$ cat src/rtl/ibex_taint_arb_pkg.sv
// Shared types and default configuration for the taint-tracking instr/data SRAM arbiter.
package ibex_taint_arb_pkg;

  localparam int unsigned DefAddrWidth = 15;
  localparam int unsigned DefDataWidth = 32;
  localparam int unsigned DefMaxWait   = 4;
  localparam int unsigned DefCntWidth  = 16;

  typedef enum logic {
    OwnerInstr = 1'b0,
    OwnerData  = 1'b1
  } owner_e;

  typedef struct packed {
    logic [DefAddrWidth-1:0] addr;
    logic [DefDataWidth-1:0] wdata;
    logic [DefDataWidth-1:0] strb;
    logic                    we;
  } req_t;

  typedef struct packed {
    logic [DefAddrWidth-1:0] addr;
    logic [DefDataWidth-1:0] wdata;
    logic [DefDataWidth-1:0] strb;
    logic                    we;
  } req_t0_t;

endpackage

$ cat src/rtl/ibex_taint_arb_starve_ctr.sv
// Counts consecutive denied instruction cycles; raises instr_prio_o once the limit is reached.
module ibex_taint_arb_starve_ctr #(
  parameter int unsigned MaxWait = 4
) (
  input  logic clk_i,
  input  logic rst_ni,
  input  logic instr_req_i,
  input  logic instr_gnt_i,
  output logic instr_prio_o
);

  localparam int unsigned WaitWidth = $clog2(MaxWait + 1);

  logic [WaitWidth-1:0] wait_cnt_q, wait_cnt_d;

  always_comb begin
    wait_cnt_d = wait_cnt_q;
    if (!instr_req_i || instr_gnt_i) begin
      wait_cnt_d = '0;
    end else if (wait_cnt_q != WaitWidth'(MaxWait)) begin
      wait_cnt_d = wait_cnt_q + WaitWidth'(1);
    end
  end

  always_ff @(posedge clk_i or negedge rst_ni) begin
    if (!rst_ni) begin
      wait_cnt_q <= '0;
    end else begin
      wait_cnt_q <= wait_cnt_d;
    end
  end

  assign instr_prio_o = (wait_cnt_q == WaitWidth'(MaxWait));

endmodule

$ cat src/rtl/ibex_taint_mem_arbiter.sv
// Shares one 1-cycle SRAM (plus shadow taint SRAM) between Ibex instr and data ports,
// data-priority with anti-starvation; counts grants issued with a tainted address.
module ibex_taint_mem_arbiter
  import ibex_taint_arb_pkg::*;
#(
  parameter int unsigned AddrWidth = DefAddrWidth,
  parameter int unsigned DataWidth = DefDataWidth,
  parameter int unsigned MaxWait   = DefMaxWait,
  parameter int unsigned CntWidth  = DefCntWidth
) (
  input  logic                 clk_i,
  input  logic                 rst_ni,
  input  logic                 instr_req_i,
  output logic                 instr_gnt_o,
  input  logic [AddrWidth-1:0] instr_addr_i,
  input  logic [DataWidth-1:0] instr_wdata_i,
  input  logic [DataWidth-1:0] instr_strb_i,
  input  logic                 instr_we_i,
  input  logic                 instr_req_i_t0,
  input  logic [AddrWidth-1:0] instr_addr_i_t0,
  input  logic [DataWidth-1:0] instr_wdata_i_t0,
  input  logic [DataWidth-1:0] instr_strb_i_t0,
  input  logic                 instr_we_i_t0,
  output logic                 instr_rvalid_o,
  output logic [DataWidth-1:0] instr_rdata_o,
  output logic [DataWidth-1:0] instr_rdata_o_t0,
  input  logic                 data_req_i,
  output logic                 data_gnt_o,
  input  logic [AddrWidth-1:0] data_addr_i,
  input  logic [DataWidth-1:0] data_wdata_i,
  input  logic [DataWidth-1:0] data_strb_i,
  input  logic                 data_we_i,
  input  logic                 data_req_i_t0,
  input  logic [AddrWidth-1:0] data_addr_i_t0,
  input  logic [DataWidth-1:0] data_wdata_i_t0,
  input  logic [DataWidth-1:0] data_strb_i_t0,
  input  logic                 data_we_i_t0,
  output logic                 data_rvalid_o,
  output logic [DataWidth-1:0] data_rdata_o,
  output logic [DataWidth-1:0] data_rdata_o_t0,
  output logic                 mem_req_o,
  output logic                 mem_we_o,
  output logic [AddrWidth-1:0] mem_addr_o,
  output logic [DataWidth-1:0] mem_wdata_o,
  output logic [DataWidth-1:0] mem_strb_o,
  output logic                 mem_req_o_t0,
  output logic                 mem_we_o_t0,
  output logic [AddrWidth-1:0] mem_addr_o_t0,
  output logic [DataWidth-1:0] mem_wdata_o_t0,
  output logic [DataWidth-1:0] mem_strb_o_t0,
  input  logic [DataWidth-1:0] mem_rdata_i,
  input  logic [DataWidth-1:0] mem_rdata_i_t0,
  output logic [CntWidth-1:0]  tainted_acc_cnt_o
);

  logic          instr_prio;
  logic          instr_win, data_win, any_win;
  logic          resp_valid_q;
  owner_e        resp_owner_q;
  logic [CntWidth-1:0] cnt_q, cnt_d;

  ibex_taint_arb_starve_ctr #(
    .MaxWait(MaxWait)
  ) u_starve_ctr (
    .clk_i       (clk_i),
    .rst_ni      (rst_ni),
    .instr_req_i (instr_req_i),
    .instr_gnt_i (instr_win),
    .instr_prio_o(instr_prio)
  );

  // Arbitration on untainted request bits only; winner's payload and taint go to the SRAM.
  always_comb begin
    data_win       = data_req_i && !(instr_req_i && instr_prio);
    instr_win      = instr_req_i && !data_win;
    any_win        = instr_win || data_win;
    mem_req_o      = 1'b0;
    mem_we_o       = 1'b0;
    mem_addr_o     = '0;
    mem_wdata_o    = '0;
    mem_strb_o     = '0;
    mem_req_o_t0   = 1'b0;
    mem_we_o_t0    = 1'b0;
    mem_addr_o_t0  = '0;
    mem_wdata_o_t0 = '0;
    mem_strb_o_t0  = '0;
    if (instr_win) begin
      mem_req_o      = 1'b1;
      mem_we_o       = instr_we_i;
      mem_addr_o     = instr_addr_i;
      mem_wdata_o    = instr_wdata_i;
      mem_strb_o     = instr_strb_i;
      mem_req_o_t0   = instr_req_i_t0;
      mem_we_o_t0    = instr_we_i_t0;
      mem_addr_o_t0  = instr_addr_i_t0;
      mem_wdata_o_t0 = instr_wdata_i_t0;
      mem_strb_o_t0  = instr_strb_i_t0;
    end else if (data_win) begin
      mem_req_o      = 1'b1;
      mem_we_o       = data_we_i;
      mem_addr_o     = data_addr_i;
      mem_wdata_o    = data_wdata_i;
      mem_strb_o     = data_strb_i;
      mem_req_o_t0   = data_req_i_t0;
      mem_we_o_t0    = data_we_i_t0;
      mem_addr_o_t0  = data_addr_i_t0;
      mem_wdata_o_t0 = data_wdata_i_t0;
      mem_strb_o_t0  = data_strb_i_t0;
    end
  end

  assign instr_gnt_o = instr_win;
  assign data_gnt_o  = data_win;

  always_comb begin
    cnt_d = cnt_q;
    if (any_win && (|mem_addr_o_t0) && (cnt_q != {CntWidth{1'b1}})) begin
      cnt_d = cnt_q + CntWidth'(1);
    end
  end

  always_ff @(posedge clk_i or negedge rst_ni) begin
    if (!rst_ni) begin
      resp_valid_q <= 1'b0;
      resp_owner_q <= OwnerInstr;
      cnt_q        <= '0;
    end else begin
      resp_valid_q <= any_win;
      resp_owner_q <= instr_win ? OwnerInstr : OwnerData;
      cnt_q        <= cnt_d;
    end
  end

  // Non-owner response data is forced to zero so no taint leaks across ports.
  always_comb begin
    instr_rvalid_o   = resp_valid_q && (resp_owner_q == OwnerInstr);
    data_rvalid_o    = resp_valid_q && (resp_owner_q == OwnerData);
    instr_rdata_o    = instr_rvalid_o ? mem_rdata_i    : '0;
    instr_rdata_o_t0 = instr_rvalid_o ? mem_rdata_i_t0 : '0;
    data_rdata_o     = data_rvalid_o  ? mem_rdata_i    : '0;
    data_rdata_o_t0  = data_rvalid_o  ? mem_rdata_i_t0 : '0;
  end

  assign tainted_acc_cnt_o = cnt_q;

endmodule
$ cat config.mk
export PLATFORM = sky130hd
export DESIGN_NAME = ibex_taint_mem_arbiter
export DESIGN_NICKNAME = d
export VERILOG_FILES = /design/src/rtl/ibex_taint_arb_pkg.sv /design/src/rtl/ibex_taint_arb_starve_ctr.sv /design/src/rtl/ibex_taint_mem_arbiter.sv
export SDC_FILE = /design/constraint.sdc
export NUM_CORES = 1
export LEC_CHECK = 0
export ABC_AREA = 0
export CAP_MARGIN = 20
export CORE_AREA = 2 2 272 274
export CTS_CLUSTER_SIZE = 10
export DETAILED_ROUTE_END_ITERATION = 6
export DIE_AREA = 0 0 274 276
export HOLD_SLACK_MARGIN = 0.05
export PLACE_DENSITY_LB_ADDON = 0.1
export SYNTH_ARGS = -nofsm -noshare
export SYNTH_HDL_FRONTEND = slang
export SYNTH_SLANG_ARGS = --single-unit
$ cat constraint.sdc
create_clock -name clk_i -period 1.8 [get_ports clk_i]
set_input_delay 0.27 -clock clk_i [delete_from_list [all_inputs] [get_ports clk_i]]
set_output_delay 0.27 -clock clk_i [all_outputs]
set_load 0.02 [all_outputs]
After elaboration in Yosys (flattened, before gate mapping)
Cells that the tools add are included.
{"block": "classes", "addsub": 2, "multipliers": 0, "div_mod_pow": 0, "magnitude_cmp": 0, "n_eq_ne": 3, "n_shift": 0, "muxes": 27, "bitwise": 1, "n_reduce_logical": 14}
{"operator": "32-bit 2-to-1 mux", "count": 12}
{"operator": "15-bit 2-to-1 mux", "count": 4}
{"operator": "16-bit by 1-bit adder with 16-bit output (second input constant)", "count": 1}
{"operator": "16-bit != test (second input constant)", "count": 1}
{"operator": "15-bit OR reduction", "count": 1}
{"operator": "1-bit 2-to-1 mux", "count": 9}
{"operator": "1-bit logical AND", "count": 7}
{"operator": "3-bit 2-to-1 mux", "count": 2}
{"operator": "3-bit by 1-bit adder with 3-bit output (second input constant)", "count": 1}
{"operator": "3-bit == test (second input constant)", "count": 1}
{"operator": "1-bit logical NOT", "count": 3}
{"operator": "3-bit != test (second input constant)", "count": 1}
{"operator": "1-bit logical OR", "count": 2}
{"operator": "2-bit nonzero test", "count": 1}
{"operator": "1-bit inverter", "count": 1}
{"block": "word_totals", "reg_bits": 21, "latch_bits": 0, "mem_bits_rw": 0, "mem_bits_ro": 0, "input_bits": 390, "out_inout_bits": 310, "elab_cells": 51, "n_memories": 0}

Longest topological paths before layout
Gate-level depths: netlist (run 1).
{"block": "logic_depth", "word_depth": 10, "mapped_depth": 9, "mapped_depth_nobuf": 9}

Cells and area by module
Synthesis (run 1) repeated with hierarchy kept, for this count alone.
{"block": "unflattened", "cells_unflattened": 769, "hier_area_um2": 4335.4}
{"mod": "ibex_taint_mem_arbiter", "n_inst": 1, "cells_per_inst": 751, "area_each_um2": 4152.7, "seq_area_each_um2": 450.4}
{"mod": "ibex_taint_arb_starve_ctr", "n_inst": 1, "cells_per_inst": 18, "area_each_um2": 182.7, "seq_area_each_um2": 75.1}

Worst setup path after synthesis (run 1)
OpenSTA, ideal clock, no wires.
{"block": "synth_path", "path_kind": "reg2reg", "startpoint": "register cnt_q[0] (netlist: tainted_acc_cnt_o[0])", "endpoint": "register cnt_q[1] (netlist: tainted_acc_cnt_o[1])", "setup_ps": 125, "arrival_ps": 1937, "required_ps": 1675, "path_slack_ps": -262, "stages_incl_launch_ff": 7, "path_buffers": 0, "synth_period_minus_slack_ps": 2062, "cell_sequence": "dfrtp_1 ha_1 nand3_1 or2_2 o31ai_1 nor3_4 mux2_4"}
{"block": "synth_via", "elab_chain_cells": 2, "elab_cells_between_ends": 3, "classes_between": "add/sub: 1; eq/ne: 1; reduce/logical: 1"}
{"element": "start: declaration", "line": "ibex_taint_mem_arbiter.sv:60", "rtl": "logic [CntWidth-1:0] cnt_q, cnt_d;"}
{"element": "start signal: assignment", "line": "ibex_taint_mem_arbiter.sv:130", "rtl": "cnt_q <= cnt_d;"}
{"element": "parallel branches: the longest is 2 deep, another holds 16-bit by 1-bit adder with 16-bit output"}
Several ways; the timed one is not identified.
A chain may end at the register's enable or synchronous reset.

Worst setup path in the final report (run 1)
{"block": "layout_path", "startpoint": "register u_starve_ctr.wait_cnt_q[1]", "endpoint": "output port mem_wdata_o[22]"}
{"block": "layout_via", "elab_chain_cells": 7, "elab_cells_between_ends": 8, "classes_between": "eq/ne: 1; mux: 2; reduce/logical: 5"}
{"element": "start: declaration", "line": "ibex_taint_arb_starve_ctr.sv:14", "rtl": "logic [WaitWidth-1:0] wait_cnt_q, wait_cnt_d;"}
{"element": "start signal: assignment", "line": "ibex_taint_arb_starve_ctr.sv:29", "rtl": "wait_cnt_q <= wait_cnt_d;"}
{"element": "3-bit == test *", "line": "ibex_taint_arb_starve_ctr.sv:33", "rtl": "assign instr_prio_o = (wait_cnt_q == WaitWidth'(MaxWait));"}
{"element": "1-bit logical AND *", "line": "ibex_taint_mem_arbiter.sv:74", "rtl": "data_win = data_req_i && !(instr_req_i && instr_prio);"}
{"element": "1-bit logical NOT *", "line": "ibex_taint_mem_arbiter.sv:74"}
{"element": "1-bit logical AND *", "line": "ibex_taint_mem_arbiter.sv:74"}
{"element": "1-bit logical NOT", "line": "ibex_taint_mem_arbiter.sv:75", "rtl": "instr_win = instr_req_i && !data_win;"}
{"element": "1-bit logical AND", "line": "ibex_taint_mem_arbiter.sv:75"}
{"element": "32-bit 2-to-1 mux *", "line": "ibex_taint_mem_arbiter.sv:87", "rtl": "if (instr_win) begin"}
{"element": "end: declaration", "line": "ibex_taint_mem_arbiter.sv:44", "rtl": "output logic [DataWidth-1:0] mem_wdata_o,"}
Every way passes the cells marked *; elsewhere a longest branch is shown, timed or not.

==> results.ini, run 1 <==
[clock_network]
cts_max_level=1
numCtsBuffers=3
cts_buffer_depth=2
cts_tree=done
cts_hold_buf=0
cts_root_buf=clkbuf_16
clk_latency_ps=260
clkSinkCount=21
cts.clk_slew.worst_paths_ps=70

[critical_path]
crit_top_cell=buf_12
critPathArrivalTime_ps=1900
cp_max_fo=5
path_cells=inv_2, ha_4, nand3_4, nand2_8, buf_12, buf_8, buf_12, buf_16, nand3_1, nand2_1, buf_6
start_kind=flip-flop
cp.required_ps=1530
path_delay_family=buffers and inverters
cpPeakStageDelay_ps=390
path_class=flip-flop to output port
crit_slowest_cell=dfrtp_1
endpoint_kind=output port
crit_buf_inv=6

[drt]
viasPerCell=3.392
wl_per_cell_um=19.75
drtAntennaViolNets=0
routed_wl_um=50020
num_vias=8593
dr.pass1.iters=4
remaining_drc_errors=0
drt_iter0_markers=263

[die]
core_area_um2=72590
io_pins=700
initial_utilization=0.05740
die_h_um=276
num_rows=99
die_x_um=274
die_area_um2=75620

[layout]
nets=1966
n_fill_cell=8171
fin_util=0.2089
area_growth_pct=263.9
drive_gt1_frac=0.4396

[timing]
worst_slew_pin_slew_ps=586.6
fin_skew_ps=3.833
setup_viol=206
fmax_mhz=461.4
fin_ws_ps=-367.3
period_minus_slack_ps=2167
max-slew-margin-rel=0.6090
fin_crit_sh=1.204
drv_slew=0
rsz0062_at_grt=yes
tns_ps=-49020
hold_viol=0

[synthesis]
netlist.area_leader.share=0.2919
synth_common_cells=324 x nand2_1, 171 x nand3_1, 69 x clkbuf_1
synth_cell_types=31
syn-num-nets=1172
synth.area.top_cells=nand2_1 29%, nand3_1 21%, dfrtp_1 13%
async_flop_share=1.000
synthesis.area_um2=4166
yosysWarnings=0
synth_seq_cells=21
synth_edf_count=0
syn_avg_cell_area_um2=5.349
ys.flop_type=dfrtp_1
syn_inst=779
yosysTopAreaCell=nand2_1
seq_area_frac_synth=0.1261
yosys.cell_count.top_type=nand2_1

[global_routing]
busiest_layer=met2
met1_usage=0.1147
use_met2=0.2506
grt_overflow=0
grtUsageMet3=0.03526
first_global_vias=9220
antenna_found_initial=15
grt_util_all_layers=0.1224
grt_first_pass_wirelength_um=67670
grt_max_degree=62

[placed_design]
pre_cts_slack_ps=-1017
place.gp.congestion=0.7930
dp_hpwl_um=39570
port_buffers=699

[status]
violations=setup timing
status=finished with violations

[pwr]
p_per_area_nw_per_um2=381.0
leakagePower_nw=6.886
report.power.total_mw=5.776
peakVddDrop_mv=0.2844

[flow_run]
maxCapViolCount=0

[hold_path]
hp-class=input port to async pin

flip-flops by register name, summed over array words and instances, names as in the netlist:
register                 cells
resp_owner_q                 1
resp_valid_q                 1
tainted_acc_cnt_o           16
u_starve_ctr.wait_cnt_q      3
worst register-to-register path, stage by stage, from the launching register on:
cell,delay (ps)
dfrtp_1,390
inv_2,70
ha_4,150
nand3_4,90
nand2_8,130
inv_12,90
buf_6,170
and4_4,190
buf_4,150
nor3_4,190
buf_12,140
mux2_4,290
final timing paths:
| path | start | endpoint | slack, ps | depth (start not counted) |
|---|---|---|---|---|
| max | u_starve_ctr.wait_cnt_q[1] | mem_wdata_o[22] | -370 | 11 |
| min | rst_ni | tainted_acc_cnt_o[9] | 360 | 2 |
| max reg2reg | u_starve_ctr.wait_cnt_q[1] | tainted_acc_cnt_o[1] | -350 | 11 |
| min reg2reg | tainted_acc_cnt_o[15] | tainted_acc_cnt_o[15] | 530 | 1 |
| max in group asynchronous | rst_ni | tainted_acc_cnt_o[1] | 1190 | 2 |
| min in group clk_i | tainted_acc_cnt_o[15] | tainted_acc_cnt_o[15] | 530 | 1 |
cell families (layout without fill, tap and decap cells):
family | Yosys count | in the layout | share of synthesized area
mux | 1 | 1 | 0.003603
compound gates | 6 | 6 | 0.01441
simple gates | 654 | 655 | 0.7426
xor+xnor | 16 | 16 | 0.03363
flops | 21 | 21 | 0.1261
buf+inv | 78 | 870 | 0.07057
other cells | 0 | 2 | 0
fa+ha+maj | 3 | 3 | 0.009010
layout by cell type (no fill, tap or decap), drive strengths merged, types with 4 or more instances in the layout:
| master | instances |
|---|---|
| and2 | 68 |
| nor2 | 6 |
| clkdlybuf4s15 | 10 |
| nand3 | 171 |
| nand2 | 325 |
| dfrtp | 21 |
| inv | 4 |
| clkbuf | 33 |
| xnor2 | 13 |
| nor4 | 7 |
| dlygate4sd2 | 7 |
| and3 | 68 |
| buf | 424 |
| clkdlybuf4s50 | 391 |
where the power goes:
part / switching (mW) / internal (mW) / leakage (nW)
combinational: 2.17 / 2.48 / 6.58
sequential: 0.0502 / 0.572 / 0.266
clock: 0.203 / 0.302 / 0.0371
total: 2.43 / 3.35 / 6.89
per-layer routing:
layer	wire, µm	up-vias	part of all wire
li1	-	4157	-
met1	16300	3919	0.33
met2	28360	454	0.57
met3	4118	49	0.082
met4	1167	14	0.023
met5	73	-	0.0015
metrics by stage:
step | hold WS [ps] | area, µm² | std cells
floorplan | -25.59 | 4248 | 779
global placement | 517.7 | 13200 | 2457
detailed placement | 528.9 | 13200 | 2457
CTS | 377.1 | 14430 | 2517
global route | 395.0 | 15160 | 2532
finish | 363.6 | 15160 | 2533
repair_timing:
| action | 4_1_cts | 5_1_grt |
|---|---|---|
| cloned | 16 | 5 |
| gates resized for setup | 1304 | 377 |
| setup endpoints to repair | 305 | 269 |
| pin swaps | 98 | 98 |
| setup buffers | 42 | 17 |
layout make-up:
cell class | count | area, µm² | area share
repair buffers | 862 | 8865 | 0.5847
multi-input cells | 681 | 4454 | 0.2938
well taps | 959 | 1200 | 0.07914
flip-flops and latches | 21 | 528.0 | 0.03482
clock buffers | 3 | 75.07 | 0.004951
inverters | 4 | 27.53 | 0.001815
clock inverters | 1 | 7.507 | 0.0004951
diodes | 2 | 5.005 | 0.0003301
Power figures use the tool's default switching activity.
==> run 2: changes to the inputs <==
- CORE_AREA: 2 2 272 274 -> 2 2 271 273
- DIE_AREA: 0 0 274 276 -> 0 0 273 275
- SKIP_LAST_GASP: not set -> 1
- clock period: 1.8 -> 2.55 ns (I/O delays scaled with it)
==> results.ini, run 2 (synthesized netlist as in run 1, its figures left out) <==
[timing]
drv_slew=0  ; unchanged
setup_viol=0  ; was 206
fin_skew_ps=6.310  ; was 3.833 ps
fin_ws_ps=111.5  ; was -367.3 ps
rsz0062_at_grt=yes  ; unchanged
hold_viol=0  ; unchanged
worst_slew_pin_slew_ps=512.4  ; was 586.6 ps
max-slew-margin-rel=0.6555  ; was 0.6090
fmax_mhz=410.1
period_minus_slack_ps=2438
fin_crit_sh=0.9563

[critical_path]
cp.depth=9  ; was 11
path_cells=inv_1, ha_4, nand3_4, nand2_8, buf_4, buf_4, nand3_1, nand2_1, clkdlybuf4s15_1  ; was inv_2, ha_4, nand3_4, nand2_8, buf_12, buf_8, buf_12, buf_16, nand3_1, nand2_1, buf_6
cp_max_fo=13  ; was 5
critPathArrivalTime_ps=2060  ; was 1900 ps
cpPeakStageDelay_ps=380  ; was 390 ps
r2r_start=u_starve_ctr.wait_cnt_q[1]  ; unchanged
crit_top_cell=buf_4  ; was buf_12
r2r_end=tainted_acc_cnt_o[8]  ; was tainted_acc_cnt_o[1]
cp.required_ps=2170  ; was 1530 ps
reg2reg_depth=12  ; was 11
crit_slowest_cell=dfrtp_1  ; unchanged
cp-endpoint=mem_wdata_o[21]  ; was mem_wdata_o[22]
crit_buf_inv=4  ; was 6
start_kind=flip-flop  ; unchanged
worstSetupStartpoint=u_starve_ctr.wait_cnt_q[1]  ; unchanged
endpoint_kind=output port  ; unchanged
rrSetupSlack_ps=160  ; was -350 ps
path_class=flip-flop to output port  ; unchanged
path_delay_family=buffers and inverters  ; unchanged

[drt]
viasPerCell=3.270  ; was 3.392
num_vias=8009  ; was 8593
remaining_drc_errors=0  ; unchanged
routed_wl_um=44290  ; was 50020 µm
drtAntennaViolNets=0  ; unchanged
dr.pass1.iters=4  ; unchanged
wl_per_cell_um=18.08  ; was 19.75 µm
drt_iter0_markers=197  ; was 263

[die]
io_pins=700  ; unchanged
num_rows=99  ; unchanged
initial_utilization=0.05760  ; was 0.05740
die_area_um2=75080  ; was 75620 µm²
die_h_um=275  ; was 276 µm
die_x_um=273  ; was 274 µm
core_area_um2=72340  ; was 72590 µm²

[global_routing]
grt_first_pass_wirelength_um=60240  ; was 67670 µm
grt_util_all_layers=0.1092  ; was 0.1224
grt_overflow=0  ; unchanged
grt_max_degree=56  ; was 62
antenna_found_initial=7  ; was 15
first_global_vias=8468  ; was 9220

[layout]
fin_cells=2449  ; was 2533
largest_reg_flops=16  ; unchanged
mostFrequentLayoutCell=clkdlybuf4s50_1  ; unchanged
drive_gt1_frac=0.1009  ; was 0.4396
n_fill_cell=8290  ; was 8171
nets=1881  ; was 1966
final_cell_mix=530 x clkdlybuf4s50_1, 323 x nand2_1, 170 x nand3_1, 83 x dlygate4sd2_1, 82 x buf_4  ; was 391 x clkdlybuf4s50_1, 241 x nand2_1, 171 x buf_6, 121 x buf_4, 88 x nand3_1
area_growth_pct=211.5  ; was 263.9%

[clock_network]
cts_tree=done  ; unchanged
cts.clk_slew.worst_paths_ps=60  ; was 70 ps
numCtsBuffers=3  ; unchanged
cts_root_buf=clkbuf_16  ; unchanged
cts_max_level=1  ; unchanged
cts_buffer_depth=2  ; unchanged
clkSinkCount=21  ; unchanged
cts_hold_buf=0  ; unchanged
clk_latency_ps=260  ; about the same

[pwr]
leakagePower_nw=5.858  ; was 6.886 nW
peakVddDrop_mv=0.2499  ; was 0.2844 mV
report.power.total_mw=3.456  ; was 5.776 mW
p_per_area_nw_per_um2=266.3  ; was 381.0 nW/µm²

[placed_design]
dp_hpwl_um=39170  ; was 39570 µm
place.gp.congestion=0.8004  ; was 0.7930
pre_cts_slack_ps=-485.1  ; was -1017 ps
placed_cells=2440  ; was 2457
port_buffers=699  ; unchanged

[flow_run]
maxCapViolCount=0  ; unchanged

[hold_path]
hp-class=input port to async pin  ; unchanged

[status]
status=finished clean  ; was finished with violations

run 2: cell count changes in the layout (fill, tap and decap cells not counted), sizes merged:
| cell | previous run | this run |
|---|---|---|
| clkdlybuf4s50 | 391 | 530 |
| clkinvlp | 1 | 0 |
| clkinv | 0 | 1 |
| clkbuf | 33 | 11 |
| clkdlybuf4s15 | 10 | 42 |
| nor3 | 3 | 2 |
| diode | 2 | 3 |
| dlygate4sd2 | 7 | 83 |
| buf | 424 | 110 |
| dlymetal6s2s | 0 | 5 |
run 2: area by class of cell:
class,instances,area (µm²),share of cell area
well taps,959,1200,0.09245
repair buffers,778,7732,0.5958
clock buffers,3,75.07,0.005784
diodes,3,7.507,0.0005784
clock inverters,1,5.005,0.0003856
flip-flops and latches,21,525.5,0.04049
multi-input cells,680,3411,0.2628
inverters,4,22.52,0.001735
run 2: how the worst min path moves through the flow:
stage	start	slack, ps	depth (start not counted)	endpoint
floorplan	rst_ni	90	0	resp_owner_q
global placement	tainted_acc_cnt_o[9]	490	1	tainted_acc_cnt_o[9]
detailed placement	tainted_acc_cnt_o[9]	490	1	tainted_acc_cnt_o[9]
CTS	rst_ni	490	2	tainted_acc_cnt_o[8]
global route	rst_ni	510	2	tainted_acc_cnt_o[8]
finish	rst_ni	480	2	tainted_acc_cnt_o[8]
run 2: timing repair:
item / in CTS / in global routing
pin swaps: 1 / 6
buffers inserted: 0 / 1
gates cloned: 0 / 1
resized for setup: 191 / 25
setup endpoints to repair: 151 / 112
run 2: power by group:
part	leakage [nW]	internal (mW)	switching [mW]
registers	0.268	0.401	0.0966
logic	5.55	1.37	1.25
clock network	0.0409	0.211	0.127
total	5.86	1.98	1.48
run 2: routing by layer:
layer / share of wire / wire length [µm] / vias up / global-route usage
met5: 0.0012 / 55 / - / 0
met4: 0.024 / 1080 / 8 / 0.02416
met3: 0.089 / 3951 / 28 / 0.03456
met2: 0.54 / 23940 / 426 / 0.2179
met1: 0.34 / 15260 / 3577 / 0.1088
li1: - / - / 3970 / -
run 2: stage by stage:
| step | hold WS, ps | TNS (ps) | instance area [µm²] | utilization |
|---|---|---|---|---|
| after floorplan | 86.91 | 0 | 4167 | - |
| after global placement | 492.5 | -27300 | 12910 | 0.1785 |
| after detailed placement | 491.1 | -30940 | 12910 | 0.1785 |
| after CTS | 486.6 | -954.9 | 12920 | 0.1786 |
| after global routing | 510.3 | -104.5 | 12980 | 0.1794 |
| final | 476.9 | 0 | 12980 | 0.1794 |
